File: src/rtl/hazard_pkg.sv
// Shared types and helpers for the pipeline hazard controller.
package hazard_pkg;

   localparam int unsigned REG_W = 5;

   typedef enum logic [1:0] {
      FWD_RF  = 2'b00,
      FWD_WB  = 2'b01,
      FWD_MEM = 2'b10
   } fwd_sel_t;

   typedef enum logic {
      RUN  = 1'b0,
      WAIT = 1'b1
   } memfsm_t;

   localparam logic [REG_W-1:0] REG_ZERO = 5'd0;

   // Operand source: the Memory-stage result wins over the Writeback result.
   function automatic fwd_sel_t fwd_sel(input logic [REG_W-1:0] src,
                                        input logic [REG_W-1:0] wreg_m,
                                        input logic             wen_m,
                                        input logic [REG_W-1:0] wreg_w,
                                        input logic             wen_w);
      fwd_sel_t sel;
      sel = FWD_RF;
      if (src != REG_ZERO && src == wreg_m && wen_m)
         sel = FWD_MEM;
      else if (src != REG_ZERO && src == wreg_w && wen_w)
         sel = FWD_WB;
      return sel;
   endfunction

   // A non-zero destination that feeds either Decode source.
   function automatic logic dst_hits(input logic [REG_W-1:0] dst,
                                     input logic [REG_W-1:0] rs,
                                     input logic [REG_W-1:0] rt);
      return (dst != REG_ZERO) && (dst == rs || dst == rt);
   endfunction

endpackage

File: src/rtl/hazard_ctrl_sat_counter.sv
// Event counter that sticks at its all-ones value instead of wrapping.
module sat_counter #(
   parameter int unsigned W = 32
) (
   input  logic         clk,
   input  logic         reset,
   input  logic         inc,
   output logic [W-1:0] count
);

   always_ff @(posedge clk or negedge reset) begin
      if (!reset)
         count <= '0;
      else if (inc && count != {W{1'b1}})
         count <= count + W'(1);
   end

endmodule

File: src/rtl/hazard_ctrl.sv
// Hazard unit for the five-stage pipeline: forwarding, stall/flush control,
// variable-latency memory wait tracking and hazard performance counters.
module hazard_ctrl
   import hazard_pkg::*;
#(
   parameter int unsigned MEM_TIMEOUT = 255,
   parameter int unsigned CNT_W       = 32
) (
   input  logic             clk,
   input  logic             reset,
   input  logic [REG_W-1:0] RsD,
   input  logic [REG_W-1:0] RtD,
   input  logic [REG_W-1:0] RsE,
   input  logic [REG_W-1:0] RtE,
   input  logic [REG_W-1:0] WriteRegE,
   input  logic [REG_W-1:0] WriteRegM,
   input  logic [REG_W-1:0] WriteRegW,
   input  logic             RegWriteE,
   input  logic             RegWriteM,
   input  logic             RegWriteW,
   input  logic             MemtoRegE,
   input  logic             MemtoRegM,
   input  logic             BranchD,
   input  logic             PCSrcD,
   input  logic             MemReqM,
   input  logic             MemReadyM,
   output logic [1:0]       ForwardAE,
   output logic [1:0]       ForwardBE,
   output logic             ForwardAD,
   output logic             ForwardBD,
   output logic             StallF,
   output logic             StallD,
   output logic             StallE,
   output logic             StallM,
   output logic             StallW,
   output logic             FlushD,
   output logic             FlushE,
   output logic             MemTimeout,
   output logic [CNT_W-1:0] StallCount,
   output logic [CNT_W-1:0] LoadUseCount,
   output logic [CNT_W-1:0] BranchStallCount
);

   localparam int unsigned TW = (MEM_TIMEOUT < 2) ? 1 : $clog2(MEM_TIMEOUT + 1);

   if (MEM_TIMEOUT == 0) begin : g_bad_timeout
      $error("hazard_ctrl: MEM_TIMEOUT must be non-zero");
   end

   logic lwstall;
   logic branchstall;
   logic memstall;
   logic dstall;

   memfsm_t         state, state_nxt;
   logic [TW-1:0]   timer, timer_nxt;
   logic            timeout_nxt;

   assign ForwardAE = fwd_sel(RsE, WriteRegM, RegWriteM, WriteRegW, RegWriteW);
   assign ForwardBE = fwd_sel(RtE, WriteRegM, RegWriteM, WriteRegW, RegWriteW);
   assign ForwardAD = (RsD != REG_ZERO) && (RsD == WriteRegM) && RegWriteM;
   assign ForwardBD = (RtD != REG_ZERO) && (RtD == WriteRegM) && RegWriteM;

   assign lwstall     = MemtoRegE && dst_hits(WriteRegE, RsD, RtD);
   assign branchstall = BranchD &&
                        ((RegWriteE && dst_hits(WriteRegE, RsD, RtD)) ||
                         (MemtoRegM && dst_hits(WriteRegM, RsD, RtD)));
   assign memstall    = MemReqM && !MemReadyM;
   assign dstall      = lwstall || branchstall;

   // A pending memory access freezes every stage and masks all other hazards.
   always_comb begin
      StallF = 1'b0;
      StallD = 1'b0;
      StallE = 1'b0;
      StallM = 1'b0;
      StallW = 1'b0;
      FlushD = 1'b0;
      FlushE = 1'b0;
      if (memstall) begin
         StallF = 1'b1;
         StallD = 1'b1;
         StallE = 1'b1;
         StallM = 1'b1;
         StallW = 1'b1;
      end else begin
         StallF = dstall;
         StallD = dstall;
         FlushE = dstall;
         FlushD = PCSrcD && !dstall;
      end
   end

   always_ff @(posedge clk or negedge reset) begin
      if (!reset) begin
         state      <= RUN;
         timer      <= '0;
         MemTimeout <= 1'b0;
      end else begin
         state      <= state_nxt;
         timer      <= timer_nxt;
         MemTimeout <= timeout_nxt;
      end
   end

   // Timer counts WAIT cycles; the timeout only flags, it never releases the stall.
   always_comb begin
      state_nxt   = state;
      timer_nxt   = timer;
      timeout_nxt = MemTimeout;
      case (state)
         RUN: begin
            if (memstall) begin
               state_nxt = WAIT;
               timer_nxt = TW'(1);
            end
         end
         WAIT: begin
            if (timer == TW'(MEM_TIMEOUT))
               timeout_nxt = 1'b1;
            if (MemReadyM || !MemReqM) begin
               state_nxt = RUN;
               timer_nxt = '0;
            end else if (timer != TW'(MEM_TIMEOUT)) begin
               timer_nxt = timer + TW'(1);
            end
         end
         default: begin
            state_nxt = RUN;
            timer_nxt = '0;
         end
      endcase
   end

   sat_counter #(.W(CNT_W)) u_stall_cnt (
      .clk   (clk),
      .reset (reset),
      .inc   (StallF),
      .count (StallCount)
   );

   sat_counter #(.W(CNT_W)) u_loaduse_cnt (
      .clk   (clk),
      .reset (reset),
      .inc   (lwstall && !memstall),
      .count (LoadUseCount)
   );

   // Overlapping load-use and branch hazards are attributed to load-use only.
   sat_counter #(.W(CNT_W)) u_branch_cnt (
      .clk   (clk),
      .reset (reset),
      .inc   (branchstall && !lwstall && !memstall),
      .count (BranchStallCount)
   );

endmodule

File: config.mk
export PLATFORM = sky130hd
export DESIGN_NAME = hazard_ctrl
export DESIGN_NICKNAME = d
export VERILOG_FILES = /design/src/rtl/hazard_pkg.sv /design/src/rtl/hazard_ctrl_sat_counter.sv /design/src/rtl/hazard_ctrl.sv
export SDC_FILE = /design/constraint.sdc
export NUM_CORES = 1
export LEC_CHECK = 0
export ABC_AREA = 1
export BUFFER_PORTS_ARGS = -buffer_cell sky130_fd_sc_hd__buf_2
export CAP_MARGIN = 10
export CORE_UTILIZATION = 25
export DETAILED_ROUTE_END_ITERATION = 6
export SLEW_MARGIN = 15
export SYNTH_ARGS = -nofsm -noshare
export SYNTH_HDL_FRONTEND = slang
export SYNTH_SLANG_ARGS = --single-unit
File: constraint.sdc
create_clock -name clk -period 1.6 [get_ports clk]
set_input_delay 0.08 -clock clk [delete_from_list [all_inputs] [get_ports clk]]
set_output_delay 0.08 -clock clk [all_outputs]
set_load 0.1 [all_outputs]
==> key figures, run 1 <==
Status
  • Status: finished with violations
  • Failing checks: setup timing

CTS
  • H-Tree Depth: 3
  • Worst-path clk slew: ~90 ps
  • Root buffer cell: clkbuf_16
  • Maximum root-to-sink buffer count: 2
  • Cts bufs inserted: 9
  • # clock sinks: 106
  • Clock Latency Late Sink: 370 ps
  • CTS tree: yes

STA
  • Max frequency: 545 MHz
  • Max-slew violation count: 0
  • Final WS setup: -235 ps
  • Slew HR: 0.646
  • Fin crit period: 1840 ps
  • Worst-margin pin slew: 534 ps
  • Final Hold Fails: 0
  • Final period utilization: 1.15
  • Worst hold slack: 170 ps
  • Worst-case clock skew: 15.6 ps
  • RSZ-0062 raised after global routing: true
  • Final setup violation count: 95

GRT
  • First-pass GRT wire length: around 41 mm
  • Number of global-route vias before repair: 7,994
  • Met2 GRT Util: 0.287
  • Initial antenna violation count: 0
  • Gr usage total: 0.166
  • Largest net degree at the start of global routing: 50
  • Met3 Use GR: 0.0254
  • GR peak layer: met2
  • Remaining global-route overflow: 0
  • GR Util met1: 0.213

Yosys
  • Mapped Area: 7380 um2
  • Synth Warn #: 0
  • Synth Instances: 1,063
  • Synth cell types: 42
  • EDFF count, synth: 0
  • Post-synthesis register bit count: 106
  • Syn Area/Cell: between 6 and 7 um2
  • Ys flop type: dfrtp_1
  • Sequential area share after synthesis: 0.360
  • Syn Nets: 1,113
  • Post-synth ARST share: 1.00

Place
  • Post-DP HPWL: between 15 and 20 mm
  • # port buffers: 155
  • GPL Wtd Cong: 0.884

Critical path
  • Worst setup path endpoint: u_loaduse_cnt.count[28]
  • CP required: 1900 ps
  • Worst setup EP type: flop
  • Critical R2R Launch: u_loaduse_cnt.count[0]
  • R2r setup slk: -240 ps
  • R2R depth: 12
  • Worst setup path startpoint: u_loaduse_cnt.count[0]
  • CP Launch Type: flop
  • Worst r2r dst: u_loaduse_cnt.count[28]
  • Crit Path Category: reg2reg
  • Critical Path Fanout Max: 6
  • Worst path arrival time: approximately 2100 ps

Power
  • PD cells: between 1000 and 1500 nW/um2
  • LEAKAGE: about 6 nW
  • Total power: between 0.01 and 0.015 W
  • Worst VDD drop: 1830 uV

Detailed routing
  • Pre-antenna DRT Iters: 5
  • DRC Markers: 0
  • Vias: 8,399
  • Final antenna-violating net count: 0
  • Vias per inst: 4.57
  • Initial DRC Count: 505
  • WL per Instance: 14.4 um
  • Routed wire length: 26.4 mm

Cells and area
  • Share of cells above drive strength 1: 0.500
  • Nets: 1,498
  • Antenna diode count: 0
  • Register area: between 2000 and 3000 um2
  • Commonest non-fill, non-tap cell in the layout: nand2_1
  • Area grow syn2layout: 67.1%
  • Commonest non-fill, non-tap cells in the layout: nand2_1 (277), buf_4 (207), buf_2 (143), inv_1 (110), nor2_1 (77)
  • Area of the multi-input gates: between 5000 and 6000 um2
  • Fillers: 2,918

Worst hold path
  • Worst hold-check path type: in2async

Floorplan
  • # rows: between 60 and 70
  • Ports: 156
  • Die height: 174 um
  • DIE WIDTH: 174 um
  • Initial core utilization: 0.256
  • DIE AREA: a little over 30,000 um2
  • Core outline area: 28,900 um2

Run
  • Max_cap viols: 0
-- cell families (layout without fill, tap and decap cells) --
| family | Yosys count | after routing | synth area share |
|---|---|---|---|
| xor gates and xnor gates | 99 | 99 | 0.118 |
| buffers and inverters | 158 | 543 | 0.0955 |
| and+or+nand+nor | 626 | 631 | 0.368 |
| AOI/OAI and AO/OA | 70 | 70 | 0.0522 |
| adders and majority gates | 4 | 4 | 0.00678 |
| DFF | 106 | 106 | 0.360 |
-- critical path, cell delays in order (launching register included) --
cell	delay (ps)
dfrtp_4	500
ha_4	180
nand3_4	90
inv_4	40
nand2_4	60
nor2_4	40
nand2_2	80
nor2_4	60
a21oi_4	270
buf_6	170
clkbuf_16	160
nand2_1	50
o21ai_1	70
-- layer usage --
metal  up-vias  routed length, um
met2       212              13100
li1       4140                  -
met5         -                  0
met1      4007              11700
met4         0                429
met3        40               1090
-- worst min path at each step --
stage / start / end
after floorplan: reset / MemTimeout
after global placement: reset / u_loaduse_cnt.count[15]
after detailed placement: reset / u_loaduse_cnt.count[15]
after CTS: reset / u_loaduse_cnt.count[15]
after global routing: BranchD / u_stall_cnt.count[11]
final: reset / u_loaduse_cnt.count[15]
-- report_power, final --
group	internal (W)	switching [W]	total, W
Clock	0.00128	0.00117	0.00245
Sequential	0.00336	0.000554	0.00391
Combinational	0.00218	0.00626	0.00844
Total	0.00682	0.00798	0.0148
-- stage by stage --
| stage | util | setup TNS (ps) | area (um2) | instances | setup WS, ps |
|---|---|---|---|---|---|
| after floorplan | - | -35060 | 7970 | 1063 | -685 |
| after global placement | 0.368 | -10930 | 10600 | 1773 | -220 |
| after detailed placement | 0.368 | -13270 | 10600 | 1773 | -256 |
| after CTS | 0.401 | -12150 | 11600 | 1818 | -191 |
| after global routing | 0.427 | -20390 | 12300 | 1837 | -309 |
| final | 0.427 | -12220 | 12300 | 1837 | -235 |
-- area by class of cell --
type,count,area share
Clock buffer,10,0.0194
Clock inverter,6,0.00578
Inverter,133,0.0418
Multi-Input combinational cell,804,0.418
Sequential cell,106,0.230
Tap cell,384,0.0390
Timing Repair Buffer,394,0.246
-- synthesized netlist by cell type (2+ instances only) --
cell,instances,area [um2]
nand3_1,74,370
buf_6,12,135
nor2_2,6,37.5
nor4_1,10,62.6
inv_2,9,33.8
nor3_1,41,205
nand4_1,20,125
dfrtp_1,106,2650
nor2_1,109,409
xor2_1,76,666
nand3_2,3,30.0
nor2_4,3,33.8
buf_4,3,22.5
ha_1,4,50.1
o21ai_1,7,35.0
inv_1,123,462
nor3_2,3,30.0
o21ai_0,48,240
a21oi_1,3,15.0
xnor2_1,23,201
nand2_2,7,43.8
nand2_1,337,1260
clkbuf_1,2,7.51
nand3b_1,6,45.0
a211oi_1,2,15.0
nand2_4,2,22.5
buf_2,8,40.0
o21a_1,2,15.0
-- flip-flops by register name, indices dropped and copies added, names as in the netlist --
register             count
u_branch_cnt.count      32
u_loaduse_cnt.count     32
u_stall_cnt.count       32
timer                    8
MemTimeout               1
state                    1
-- timing repair --
action | 4_1_cts | 5_1_grt
cloned | 7 | 8
pin swaps | 34 | 56
hold endpoints to repair | 31 | 0
setup buffers | 20 | 14
hold buffers | 3 | 0
endpoints found under the setup margin | 99 | 110
resized for setup | 92 | 146
No activity file was read; power rests on OpenSTA's default activity.
==> run 2: changes to the inputs <==
- BUFFER_PORTS_ARGS: -buffer_cell sky130_fd_sc_hd__buf_2 -> -buffer_cell sky130_fd_sc_hd__buf_4
- SKIP_CTS_REPAIR_TIMING: not set -> 1
==> run 2 against run 1 <==
Compared with the run above: the run still ends with setup timing left; non-clock buffer count is 1 lower; final cell count shrank 0.22%; register-to-register slack hardly changed; maximum frequency shrank 0.60%; hold slack improved by 34 ps.
==> key figures, run 2 (synthesis results as in run 1) <==
Detailed routing
  • Vias: 8,335 (was 8,399)
  • Vias per inst: 4.55 (was 4.57)
  • DRC Markers: 0 (unchanged)
  • Final antenna-violating net count: 0 (unchanged)
  • Initial DRC Count: 585 (was 505)
  • Routed wire length: 25.9 mm (was 26.4 mm)
  • Pre-antenna DRT Iters: 4 (was 5)
  • WL per Instance: 14.1 um (was 14.4 um)

GRT
  • Largest net degree at the start of global routing: 107 (was 50)
  • Remaining global-route overflow: 0 (unchanged)
  • Gr usage total: 0.157 (was 0.166)
  • Number of global-route vias before repair: 7,532 (was 7,994)
  • Initial antenna violation count: 0 (unchanged)
  • First-pass GRT wire length: 38.4 mm (was 40.6 mm)

Place
  • Dpl ws: -255 ps (was -256 ps)
  • Post-DP HPWL: 18.6 mm (about the same)
  • # port buffers: 155 (unchanged)
  • Dpl cell area: 11,000 um2 (was 10,600 um2)
  • GPL Wtd Cong: 0.899 (was 0.884)
  • Dpl cells: 1,791 (was 1,773)

Critical path
  • Critical Path Fanout Max: 4 (was 6)
  • Critical-path cell list: ha_4 > nand3_4 > inv_4 > nand2_4 > nor2_4 > inv_1 > nor2_2 > nand3_2 > buf_4 > a21oi_2 > nand2_1 > nand2_1 > nand2_1 (was ha_4 > nand3_4 > inv_4 > nand2_4 > nor2_4 > nand2_2 > nor2_4 > a21oi_4 > buf_6 > clkbuf_16 > nand2_1 > o21ai_1)
  • Worst path slowest cell: dfrtp_4 (unchanged)
  • CP Launch Type: flop (unchanged)
  • Worst path arrival time: 2090 ps (was 2130 ps)
  • Worst setup EP type: flop (unchanged)
  • CP required: 1840 ps (was 1900 ps)
  • CP peak stage delay: 460 ps (was 500 ps)
  • Crit Path Category: reg2reg (unchanged)
  • Most frequent CP cell: nand2_1 (was nor2_4)

Cells and area
  • Nets: 1,495 (was 1,498)
  • Largest registers: u_branch_cnt.count (32), u_loaduse_cnt.count (32), u_stall_cnt.count (32) (unchanged)
  • Commonest non-fill, non-tap cell in the layout: buf_4 (was nand2_1)
  • Post-route design area: 12,300 um2 (about the same)
  • Antenna diode count: 0 (unchanged)
  • Commonest non-fill, non-tap cells in the layout: buf_4 (365), nand2_1 (284), inv_1 (114), nor2_1 (88), xor2_1 (76) (was nand2_1 (277), buf_4 (207), buf_2 (143), inv_1 (110), nor2_1 (77))
  • Share of cells above drive strength 1: 0.477 (was 0.500)
  • Fillers: 2,917 (was 2,918)
  • Layout Utilization: 0.426 (was 0.427)
  • Final Non-Filler Cells: 1,833 (was 1,837)
  • Area grow syn2layout: 66.8% (was 67.1%)

STA
  • Final period utilization: 1.15 (about the same)
  • Final Hold Fails: 0 (unchanged)
  • Slew HR: 0.577 (was 0.646)
  • Max-slew violation count: 0 (unchanged)
  • Final setup violation count: 98 (was 95)
  • Worst-margin pin slew: 635 ps (was 534 ps)
  • RSZ-0062 raised after global routing: true (unchanged)
  • Worst-case clock skew: 12.5 ps (was 15.6 ps)
  • Fin crit period: 1850 ps (was 1840 ps)
  • Max frequency: 542 MHz (was 545 MHz)
  • Final WS setup: -246 ps (was -235 ps)

Power
  • Switch share: 0.517 (was 0.539)
  • Combinational power share: 0.578 (was 0.570)
  • Total power: 0.0152 W (was 0.0148 W)
  • LEAKAGE: 5.81 nW (was 6.00 nW)
  • PD cells: 1230 nW/um2 (was 1200 nW/um2)
  • Flop pwr share: 0.258 (was 0.264)
  • Clock power frac: 0.164 (was 0.165)
  • Internal power: 0.00733 W (was 0.00682 W)
  • Worst VDD drop: 1770 uV (was 1830 uV)
  • P_sw: 0.00784 W (was 0.00798 W)

Status
  • Status: finished with violations (unchanged)
  • Failing checks: setup timing (unchanged)

CTS
  • Worst-path clk slew: 80 ps (was 90 ps)
  • H-Tree Depth: 3 (unchanged)
  • Clock Latency Late Sink: 360 ps (was 370 ps)
  • CTS tree: yes (unchanged)
  • # clock sinks: 106 (unchanged)
  • Cts bufs inserted: 9 (unchanged)
  • Root buffer cell: clkbuf_16 (unchanged)
  • Maximum root-to-sink buffer count: 2 (unchanged)

Floorplan
  • DIE WIDTH: 174 um (unchanged)
  • # rows: 62 (unchanged)
  • Core outline area: 28,900 um2 (unchanged)
  • Die height: 174 um (unchanged)
  • Initial core utilization: 0.256 (unchanged)
  • Ports: 156 (unchanged)
  • DIE AREA: 30,200 um2 (unchanged)

Run
  • Max_cap viols: 0 (unchanged)

Worst hold path
  • Worst hold-check path type: in2reg (was in2async)
==> run 2: worst paths after layout <==
kind / depth (start not counted) / start / to / slack (ps)
max: 13 / u_stall_cnt.count[0] / u_stall_cnt.count[20] / -250
min: 6 / MemReadyM / timer[1] / 200
max reg2reg: 13 / u_stall_cnt.count[0] / u_stall_cnt.count[20] / -250
min reg2reg: 2 / MemTimeout / MemTimeout / 470
max in group asynchronous: 3 / reset / u_branch_cnt.count[1] / 730
min in group asynchronous: 3 / reset / u_loaduse_cnt.count[30] / 330
==> run 2: cell type report <==
class / count / area (um2) / share of cell area
sequential: 106 / 2830 / 0.230
clock buffer: 10 / 239 / 0.0194
timing repair buffer: 393 / 3250 / 0.264
inverter: 133 / 512 / 0.0416
clock inverter: 5 / 78.8 / 0.00641
tap: 384 / 480 / 0.0391
multi-input combinational: 802 / 4910 / 0.399
==> run 2: critical path: cells and delay by family, from the launching register on <==
family,cells,cell delay (ps)
AND/OR/NAND/NOR,8,700
flip-flops,1,460
buffers and inverters,3,290
adder cells (fa/ha/maj),1,160
AO/OA/AOI/OAI,1,120
==> run 2: routing by layer <==
metal / vias up / share of wire / track usage
li1: 4124 / - / -
met1: 3950 / 0.46 / 0.213
met4: 0 / 0.021 / 0.0471
met3: 36 / 0.039 / 0.0171
met5: - / 0 / 0
met2: 225 / 0.48 / 0.261
==> run 2: power by group through the flow <==
stage	clock (W)	combinational, W	sequential (W)
finish	0.00249	0.00877	0.00391
global route	0.00265	0.00919	0.00399
CTS	0.00258	0.00844	0.00389
detailed placement	0	0.00841	0.00393
global placement	0	0.00834	0.00392
floorplan	0	0.00181	0.00784
==> run 2: per-stage QoR <==
stage | hold WS (ps) | TNS [ps]
after floorplan | -216 | -35060
after global placement | 221 | -12540
after detailed placement | 227 | -16100
after CTS | -168 | -18590
after global routing | 247 | -27200
final | 204 | -17660
